===== src/rtl/serial_io_ctrl_if.sv =====
// -----------------------------------------------------------------------------
// serial_io_ctrl_if
//   Groups the processor-bus side and the serial-port side of serial_io_ctrl.
//   Modport "slave" is the controller's view, modport "master" is the view of
//   whatever drives the bus and the serial port (processor / testbench).
//
//   Bus side
//     bus_addr        word select: 0=DATA 1=STATUS 2=CONTROL 3=reserved
//     bus_read        load strobe, one cycle per access
//     bus_write       store strobe, one cycle per access
//     bus_wdata       store data
//     bus_rdata       load data, combinational from bus_addr
//   Serial side
//     serial_in       inbound byte
//     serial_valid_in serial_in is valid
//     serial_rden_out RX accept
//     serial_out      TX FIFO head, 0 when TX is empty
//     serial_ready_in sink can take a byte
//     serial_wren_out TX transfer
// -----------------------------------------------------------------------------
interface serial_io_ctrl_if #(
  parameter int DATA_W = 8,
  parameter int BUS_W  = 32
);
  logic [1:0]        bus_addr;
  logic              bus_read;
  logic              bus_write;
  logic [BUS_W-1:0]  bus_wdata;
  logic [BUS_W-1:0]  bus_rdata;
  logic [DATA_W-1:0] serial_in;
  logic              serial_valid_in;
  logic              serial_rden_out;
  logic [DATA_W-1:0] serial_out;
  logic              serial_ready_in;
  logic              serial_wren_out;

  modport slave (
    input  bus_addr, bus_read, bus_write, bus_wdata,
    input  serial_in, serial_valid_in, serial_ready_in,
    output bus_rdata, serial_rden_out, serial_out, serial_wren_out
  );

  modport master (
    output bus_addr, bus_read, bus_write, bus_wdata,
    output serial_in, serial_valid_in, serial_ready_in,
    input  bus_rdata, serial_rden_out, serial_out, serial_wren_out
  );
endinterface


===== src/rtl/serial_io_ctrl.sv =====
// -----------------------------------------------------------------------------
// serial_io_ctrl
//   Memory-mapped byte-serial I/O controller. Inbound bytes are buffered in an
//   RX FIFO and read through the DATA register; stores to DATA are buffered in
//   a TX FIFO and handed to the serial sink. STATUS reports FIFO levels and
//   sticky error flags; CONTROL flushes FIFOs and clears the flags.
//
//   Ports
//     clock    system clock, rising edge
//     reset    asynchronous, active-low reset
//     bus      serial_io_ctrl_if.slave (bus and serial handshake signals)
//     irq_out  interrupt request
//
//   Optional feature: define SERIAL_IRQ_EN to get registered interrupt
//   enables at CONTROL[4:3] (bit 3: RX not empty, bit 4: TX empty). Without
//   it irq_out is constant 0 and CONTROL[4:3] are ignored.
// -----------------------------------------------------------------------------
module serial_io_ctrl #(
  parameter int DATA_W   = 8,
  parameter int BUS_W    = 32,
  parameter int RX_DEPTH = 8,
  parameter int TX_DEPTH = 8
) (
  input  logic              clock,
  input  logic              reset,
  serial_io_ctrl_if.slave   bus,
  output logic              irq_out
);

  localparam int RAW = $clog2(RX_DEPTH);
  localparam int TAW = $clog2(TX_DEPTH);
  localparam int RCW = RAW + 1;
  localparam int TCW = TAW + 1;
  localparam logic [RCW-1:0] RX_FULL_CNT = RCW'(RX_DEPTH);
  localparam logic [TCW-1:0] TX_FULL_CNT = TCW'(TX_DEPTH);

  logic [DATA_W-1:0] rx_mem [RX_DEPTH];
  logic [DATA_W-1:0] tx_mem [TX_DEPTH];
  logic [RAW-1:0]    rx_wr_ptr, rx_rd_ptr;
  logic [TAW-1:0]    tx_wr_ptr, tx_rd_ptr;
  logic [RCW-1:0]    rx_count;
  logic [TCW-1:0]    tx_count;
  logic              rx_underflow, tx_overflow;

  logic rx_empty, rx_full, tx_empty, tx_full;
  logic sel_data, sel_ctrl;
  logic data_rd, data_wr, ctrl_wr;
  logic rx_push, rx_pop, tx_push, tx_pop;
  logic flush_rx, flush_tx, clear_flags;
  logic unused_wdata;

  assign rx_empty = (rx_count == '0);
  assign rx_full  = (rx_count == RX_FULL_CNT);
  assign tx_empty = (tx_count == '0);
  assign tx_full  = (tx_count == TX_FULL_CNT);

  // A simultaneous write turns a DATA read into a side-effect-free peek.
  assign sel_data = (bus.bus_addr == 2'd0);
  assign sel_ctrl = (bus.bus_addr == 2'd2);
  assign data_rd  = bus.bus_read & ~bus.bus_write & sel_data;
  assign data_wr  = bus.bus_write & sel_data;
  assign ctrl_wr  = bus.bus_write & sel_ctrl;

  assign flush_rx    = ctrl_wr & bus.bus_wdata[0];
  assign flush_tx    = ctrl_wr & bus.bus_wdata[1];
  assign clear_flags = ctrl_wr & bus.bus_wdata[2];

  // rx_full is taken from the registered count, so a same-cycle pop never
  // opens room for a push on a full FIFO.
  assign rx_push = bus.serial_valid_in & ~rx_full;
  assign rx_pop  = data_rd & ~rx_empty;
  assign tx_pop  = ~tx_empty & bus.serial_ready_in;
  assign tx_push = data_wr & (~tx_full | tx_pop);

  assign bus.serial_rden_out = rx_push;
  assign bus.serial_wren_out = tx_pop;
  assign bus.serial_out      = tx_empty ? '0 : tx_mem[tx_rd_ptr];

  // Only the low bits of the store data are meaningful.
  assign unused_wdata = ^bus.bus_wdata;

  always_ff @(posedge clock) begin
    if (rx_push) rx_mem[rx_wr_ptr] <= bus.serial_in;
    if (tx_push) tx_mem[tx_wr_ptr] <= bus.bus_wdata[DATA_W-1:0];
  end

  // RX pointers and level; flush overrides any push/pop in the same cycle.
  always_ff @(posedge clock or negedge reset) begin
    if (!reset) begin
      rx_wr_ptr <= '0;
      rx_rd_ptr <= '0;
      rx_count  <= '0;
    end else if (flush_rx) begin
      rx_wr_ptr <= '0;
      rx_rd_ptr <= '0;
      rx_count  <= '0;
    end else begin
      if (rx_push) rx_wr_ptr <= rx_wr_ptr + RAW'(1);
      if (rx_pop)  rx_rd_ptr <= rx_rd_ptr + RAW'(1);
      case ({rx_push, rx_pop})
        2'b10:   rx_count <= rx_count + RCW'(1);
        2'b01:   rx_count <= rx_count - RCW'(1);
        default: rx_count <= rx_count;
      endcase
    end
  end

  // TX pointers and level; a write into a full FIFO only lands when the sink
  // drains the head in the same cycle, leaving the level unchanged.
  always_ff @(posedge clock or negedge reset) begin
    if (!reset) begin
      tx_wr_ptr <= '0;
      tx_rd_ptr <= '0;
      tx_count  <= '0;
    end else if (flush_tx) begin
      tx_wr_ptr <= '0;
      tx_rd_ptr <= '0;
      tx_count  <= '0;
    end else begin
      if (tx_push) tx_wr_ptr <= tx_wr_ptr + TAW'(1);
      if (tx_pop)  tx_rd_ptr <= tx_rd_ptr + TAW'(1);
      case ({tx_push, tx_pop})
        2'b10:   tx_count <= tx_count + TCW'(1);
        2'b01:   tx_count <= tx_count - TCW'(1);
        default: tx_count <= tx_count;
      endcase
    end
  end

  always_ff @(posedge clock or negedge reset) begin
    if (!reset) begin
      rx_underflow <= 1'b0;
      tx_overflow  <= 1'b0;
    end else if (clear_flags) begin
      rx_underflow <= 1'b0;
      tx_overflow  <= 1'b0;
    end else begin
      if (data_rd && rx_empty)           rx_underflow <= 1'b1;
      if (data_wr && tx_full && !tx_pop) tx_overflow  <= 1'b1;
    end
  end

`ifdef SERIAL_IRQ_EN
  logic [1:0] irq_en;
  logic       irq_q;

  always_ff @(posedge clock or negedge reset) begin
    if (!reset) begin
      irq_en <= 2'b00;
      irq_q  <= 1'b0;
    end else begin
      if (ctrl_wr) irq_en <= bus.bus_wdata[4:3];
      irq_q <= (~rx_empty & irq_en[0]) | (tx_empty & irq_en[1]);
    end
  end

  assign irq_out = irq_q;
`else
  assign irq_out = 1'b0;
`endif

  always_comb begin
    bus.bus_rdata = '0;
    case (bus.bus_addr)
      2'd0: if (!rx_empty) bus.bus_rdata = BUS_W'(rx_mem[rx_rd_ptr]);
      2'd1: bus.bus_rdata = BUS_W'({8'h00, 8'(tx_count), 8'(rx_count), 2'b00,
                                     tx_overflow, rx_underflow,
                                     tx_full, tx_empty, rx_full, rx_empty});
`ifdef SERIAL_IRQ_EN
      2'd2: bus.bus_rdata = BUS_W'({irq_en, 3'b000});
`endif
      default: bus.bus_rdata = '0;
    endcase
  end

endmodule

===== src/flat_wrapper.sv =====
// flat-port wrapper written by rule: the top's interface ports become plain ports
module serial_io_ctrl_flat 
#(
  parameter int DATA_W   = 8,
  parameter int BUS_W    = 32,
  parameter int RX_DEPTH = 8,
  parameter int TX_DEPTH = 8
)
  (clock, reset, irq_out, bus_bus_addr, bus_bus_read, bus_bus_write, bus_bus_wdata, bus_serial_in, bus_serial_valid_in, bus_serial_ready_in, bus_bus_rdata, bus_serial_rden_out, bus_serial_out, bus_serial_wren_out);
  serial_io_ctrl_if #(.DATA_W(DATA_W), .BUS_W(BUS_W)) bus_i ();
  input  logic clock;
  input  logic reset;
  output logic irq_out;
  input wire logic [$bits(bus_i.bus_addr)-1:0] bus_bus_addr;
  input wire logic [$bits(bus_i.bus_read)-1:0] bus_bus_read;
  input wire logic [$bits(bus_i.bus_write)-1:0] bus_bus_write;
  input wire logic [$bits(bus_i.bus_wdata)-1:0] bus_bus_wdata;
  input wire logic [$bits(bus_i.serial_in)-1:0] bus_serial_in;
  input wire logic [$bits(bus_i.serial_valid_in)-1:0] bus_serial_valid_in;
  input wire logic [$bits(bus_i.serial_ready_in)-1:0] bus_serial_ready_in;
  output wire logic [$bits(bus_i.bus_rdata)-1:0] bus_bus_rdata;
  output wire logic [$bits(bus_i.serial_rden_out)-1:0] bus_serial_rden_out;
  output wire logic [$bits(bus_i.serial_out)-1:0] bus_serial_out;
  output wire logic [$bits(bus_i.serial_wren_out)-1:0] bus_serial_wren_out;
  assign bus_i.bus_addr = bus_bus_addr;
  assign bus_i.bus_read = bus_bus_read;
  assign bus_i.bus_write = bus_bus_write;
  assign bus_i.bus_wdata = bus_bus_wdata;
  assign bus_i.serial_in = bus_serial_in;
  assign bus_i.serial_valid_in = bus_serial_valid_in;
  assign bus_i.serial_ready_in = bus_serial_ready_in;
  assign bus_bus_rdata = bus_i.bus_rdata;
  assign bus_serial_rden_out = bus_i.serial_rden_out;
  assign bus_serial_out = bus_i.serial_out;
  assign bus_serial_wren_out = bus_i.serial_wren_out;
  serial_io_ctrl #(.DATA_W(DATA_W), .BUS_W(BUS_W), .RX_DEPTH(RX_DEPTH), .TX_DEPTH(TX_DEPTH)) u_core (.clock(clock), .reset(reset), .bus(bus_i), .irq_out(irq_out));
endmodule

===== config.mk =====
export PLATFORM = sky130hd
export DESIGN_NAME = serial_io_ctrl_flat
export DESIGN_NICKNAME = d
export VERILOG_FILES = /design/src/rtl/serial_io_ctrl_if.sv /design/src/rtl/serial_io_ctrl.sv /design/src/flat_wrapper.sv
export SDC_FILE = /design/constraint.sdc
export NUM_CORES = 1
export LEC_CHECK = 0
export CORE_MARGIN = 2
export CORE_UTILIZATION = 40
export CTS_BUF_LIST = sky130_fd_sc_hd__clkbuf_16
export DETAILED_ROUTE_END_ITERATION = 8
export DONT_BUFFER_PORTS = 1
export PLACE_DENSITY = 0.64
export SLEW_MARGIN = 20
export SYNTH_ARGS = -nofsm -noshare
export SYNTH_HDL_FRONTEND = slang
export SYNTH_SLANG_ARGS = --single-unit

===== constraint.sdc =====
create_clock -name clock -period 3.35 [get_ports clock]
set_input_delay 0.1675 -clock clock [delete_from_list [all_inputs] [get_ports clock]]
set_output_delay 0.1675 -clock clock [all_outputs]
set_load 0.005 [all_outputs]

==> key figures <==
Run status
  • Status: complete, no violations

Yosys
  • #FFs+latches synth: 150
  • Synth cell types: 54
  • Async SR Flop Fraction: 0.1467
  • Gate Count Post-Synth: roughly 400
  • Area contributors post-synth: edfxtp_1 59%, mux4_2 11%, dfrtp_1 8.4%, mux2i_1 3.5%, buf_4 2.3%
  • Post-synth EDFFs: around 130
  • Sequential element share of the synthesized area: 0.6714
  • Synth warn: 0
  • Synth Flop Type: edfxtp_1
  • Mean Syn Cell Area: 16.78 µm²
  • Post-synth top area share: 0.5873
  • Largest area contributor in the netlist: edfxtp_1
  • Mapped Area: 6545 µm²

Clock network
  • Clock Latency Late Sink: 0.42 ns
  • H-tree Lvls: 4
  • Max clock buf depth: 2
  • Post-CTS resize count: 0
  • Inserted Clock Buffers: 17
  • Clock sinks: 150
  • Setup Fix Bufs, Post-CTS: 0
  • CTS root buf: clkbuf_16
  • Clock-pin slew on the worst setup and hold paths: about 0.060 ns
  • CTS tree: built

STA
  • Final max-slew violation count: 0
  • RSZ-0062 raised after global routing: false
  • Slew @ Worst Pin: 0.9616 ns
  • Endpoints failing hold: 0
  • Fmax: 365.5 MHz
  • Slew HR: 0.3565
  • Post-route clock period utilization: 0.8166
  • Final setup fails: 0
  • Clock Skew: 0.005308 ns
  • Min Clock Period, post-route: 2.736 ns
  • TNS Setup: 0 ns

Floorplan
  • Die area: 17400 µm²
  • Initial Util: 0.4105
  • Die Wd: roughly 130 µm
  • Die Y: 131.9 µm
  • Total core area: roughly 16000 µm²
  • Rows: 46
  • I/O pin total: between 90 and 100

Setup path
  • Crit end category: flip-flop
  • Cell Chain, Critical Path: or3_1 > o21ai_2 > ha_1 > xor2_1 > ha_1 > a21oi_1 > xor2_1 > or3_1 > a21oi_1
  • Critical path fanouts, max: 9
  • Worst Path Required: 3.70 ns
  • Max stage delay on crit path: 0.47 ns
  • Max stage delay cell, worst path: dfrtp_1
  • Critical path class: reg2reg
  • Slack of the worst reg-to-reg path: 0.61 ns
  • Crit path DAT: slightly above 3 ns
  • Critical Path Source Type: flip-flop

GRT
  • Initial antenna violation count: 0
  • Vias in the first global route: 3579
  • First-pass GRT wire length: around 20000 µm
  • Maximum number of pins on one net before global-route repair: 23
  • GRT Total Usage: 0.1583
  • Total grt overflow: 0

Finish
  • Nets: 479
  • Area delta synth->final: 15.69%
  • Antenna fix cells: 0
  • Most frequent cells in the layout: 128 x edfxtp_1, 35 x nor2_1, 32 x mux4_2
  • Post-layout util: 0.4750
  • Share of cells above drive strength 1: 0.1904
  • Commonest non-fill, non-tap cell in the layout: edfxtp_1
  • Fillers: 1382

Route
  • Routed Antenna Nets: 0
  • Routed WL: about 13000 µm
  • DR vias/cell: 5.115
  • Vias: 3335
  • Wire per inst: 19.71 µm
  • DRC errors left: 0
  • Drt pass-1 iters: 4
  • DR iter-0 viols: 261

Pwr
  • Power, Total: between 6 and 7 mW
  • Leak Pwr: 2.600 nW
  • VDD IR max: a little over 0.5 mV
  • Power density cells: 796.0 nW/µm²

Worst hold path
  • HP Class: in2reg

Run
  • MaxCap Viol Count: 0

Placed design
  • Gpl congestion: about 0.75
  • # port buffers: 0
  • DP HPWL: 8154 µm
[path summary, 6_finish.rpt]
path | start | to | cells past startpoint
min | bus_serial_ready_in | u_core.tx_rd_ptr[0] | 3
max in group asynchronous | reset | u_core.tx_rd_ptr[0] | 2
max reg2reg | u_core.rx_count[1] | u_core.rx_count[2] | 9
min in group asynchronous | reset | u_core.rx_rd_ptr[1] | 2
min reg2reg | u_core.tx_wr_ptr[0] | u_core.tx_wr_ptr[0] | 2
max | u_core.rx_count[1] | u_core.rx_count[2] | 9
[routing by layer]
layer | global-route usage | wire (µm) | share of wire | up-vias
li1 | - | - | - | 1545
met1 | 0.1862 | 5287 | 0.41 | 1703
met2 | 0.2703 | 6712 | 0.52 | 80
met3 | 0.05690 | 767 | 0.060 | 7
met4 | 0.05254 | 87 | 0.0068 | 0
met5 | 0 | 0 | 0 | -
[power breakdown]
part | internal (mW) | total (mW) | switching [mW] | leakage (nW)
Clock | 1.31 | 2.03 | 0.719 | 0.299
Sequential | 2.27 | 2.65 | 0.385 | 1.43
Combinational | 0.712 | 1.34 | 0.633 | 0.869
[synthesized netlist by cell type (2+ instances only)]
cell      count
edfxtp_1    128
nor2_1       35
mux4_2       32
mux2i_1      23
dfrtp_1      22
buf_4        20
nand2_1      16
nor3_1        9
ha_1          8
xor2_1        8
and2_1        7
nand2b_1      7
a21oi_1       6
buf_2         6
and3_1        4
clkbuf_1      4
inv_1         4
nor2b_1       4
o21ai_1       4
a31oi_1       3
xnor2_1       3
buf_6         2
nor4_1        2
o211ai_1      2
or3_1         2
[through the flow]
step / setup slack (ns) / area, µm² / hold WS [ns] / std cells
2_1_floorplan: 0.6740 / 6605 / -0.1281 / 406
3_3_place_gp: 0.7000 / 6731 / -0.1276 / 599
3_5_place_dp: 0.6592 / 6731 / -0.1275 / 599
4_1_cts: 0.6275 / 7567 / 0.001483 / 651
5_1_grt: 0.4412 / 7572 / 0.02087 / 652
6_report: 0.6143 / 7572 / 0.01473 / 652
[sequential cells by signal, summed over array words and instances (netlist names)]
register / flops
u_core.rx_rd_ptr: 3
u_core.tx_wr_ptr: 3
u_core.tx_overflow: 1
u_core.tx_rd_ptr: 3
u_core.tx_mem: 64
u_core.rx_underflow: 1
u_core.tx_count: 4
u_core.rx_wr_ptr: 3
u_core.rx_count: 4
u_core.rx_mem: 64
[layout make-up]
class,instances,area (µm²),share of cell area
Inverter,5,18.77,0.002479
Clock buffer,17,425.4,0.05618
Multi-Input combinational cell,217,1966,0.2596
Clock inverter,15,210.2,0.02776
Sequential cell,150,4394,0.5803
Tap cell,216,270.3,0.03569
Timing Repair Buffer,32,287.8,0.03800
[cell families (layout without fill, tap and decap cells)]
logic type      after synthesis  count (layout)  share of synthesized area
fa+ha+maj                     8               8                    0.01529
mux                          56              56                     0.1470
flops                       150             150                     0.6714
compound gates               29              29                    0.03594
simple gates                 96              96                    0.07761
xor+xnor                     11              11                    0.01472
other cells                   1              17                  0.0005730
buf+inv                      39              69                    0.03747
[worst max-delay path: cells and delay by family (launching register included)]
kind | cells | cell delay, ns
XOR/XNOR | 2 | 0.35
AND/OR/NAND/NOR | 2 | 0.78
flip-flops | 1 | 0.47
AO/OA/AOI/OAI | 3 | 0.52
adder cells (fa/ha/maj) | 2 | 0.53
[repair_timing]
item,CTS,global route
hold endpoints to repair,153,22
endpoints found under the setup margin,0,0
hold buffers,20,1
No activity file was read; power rests on OpenSTA's default activity.
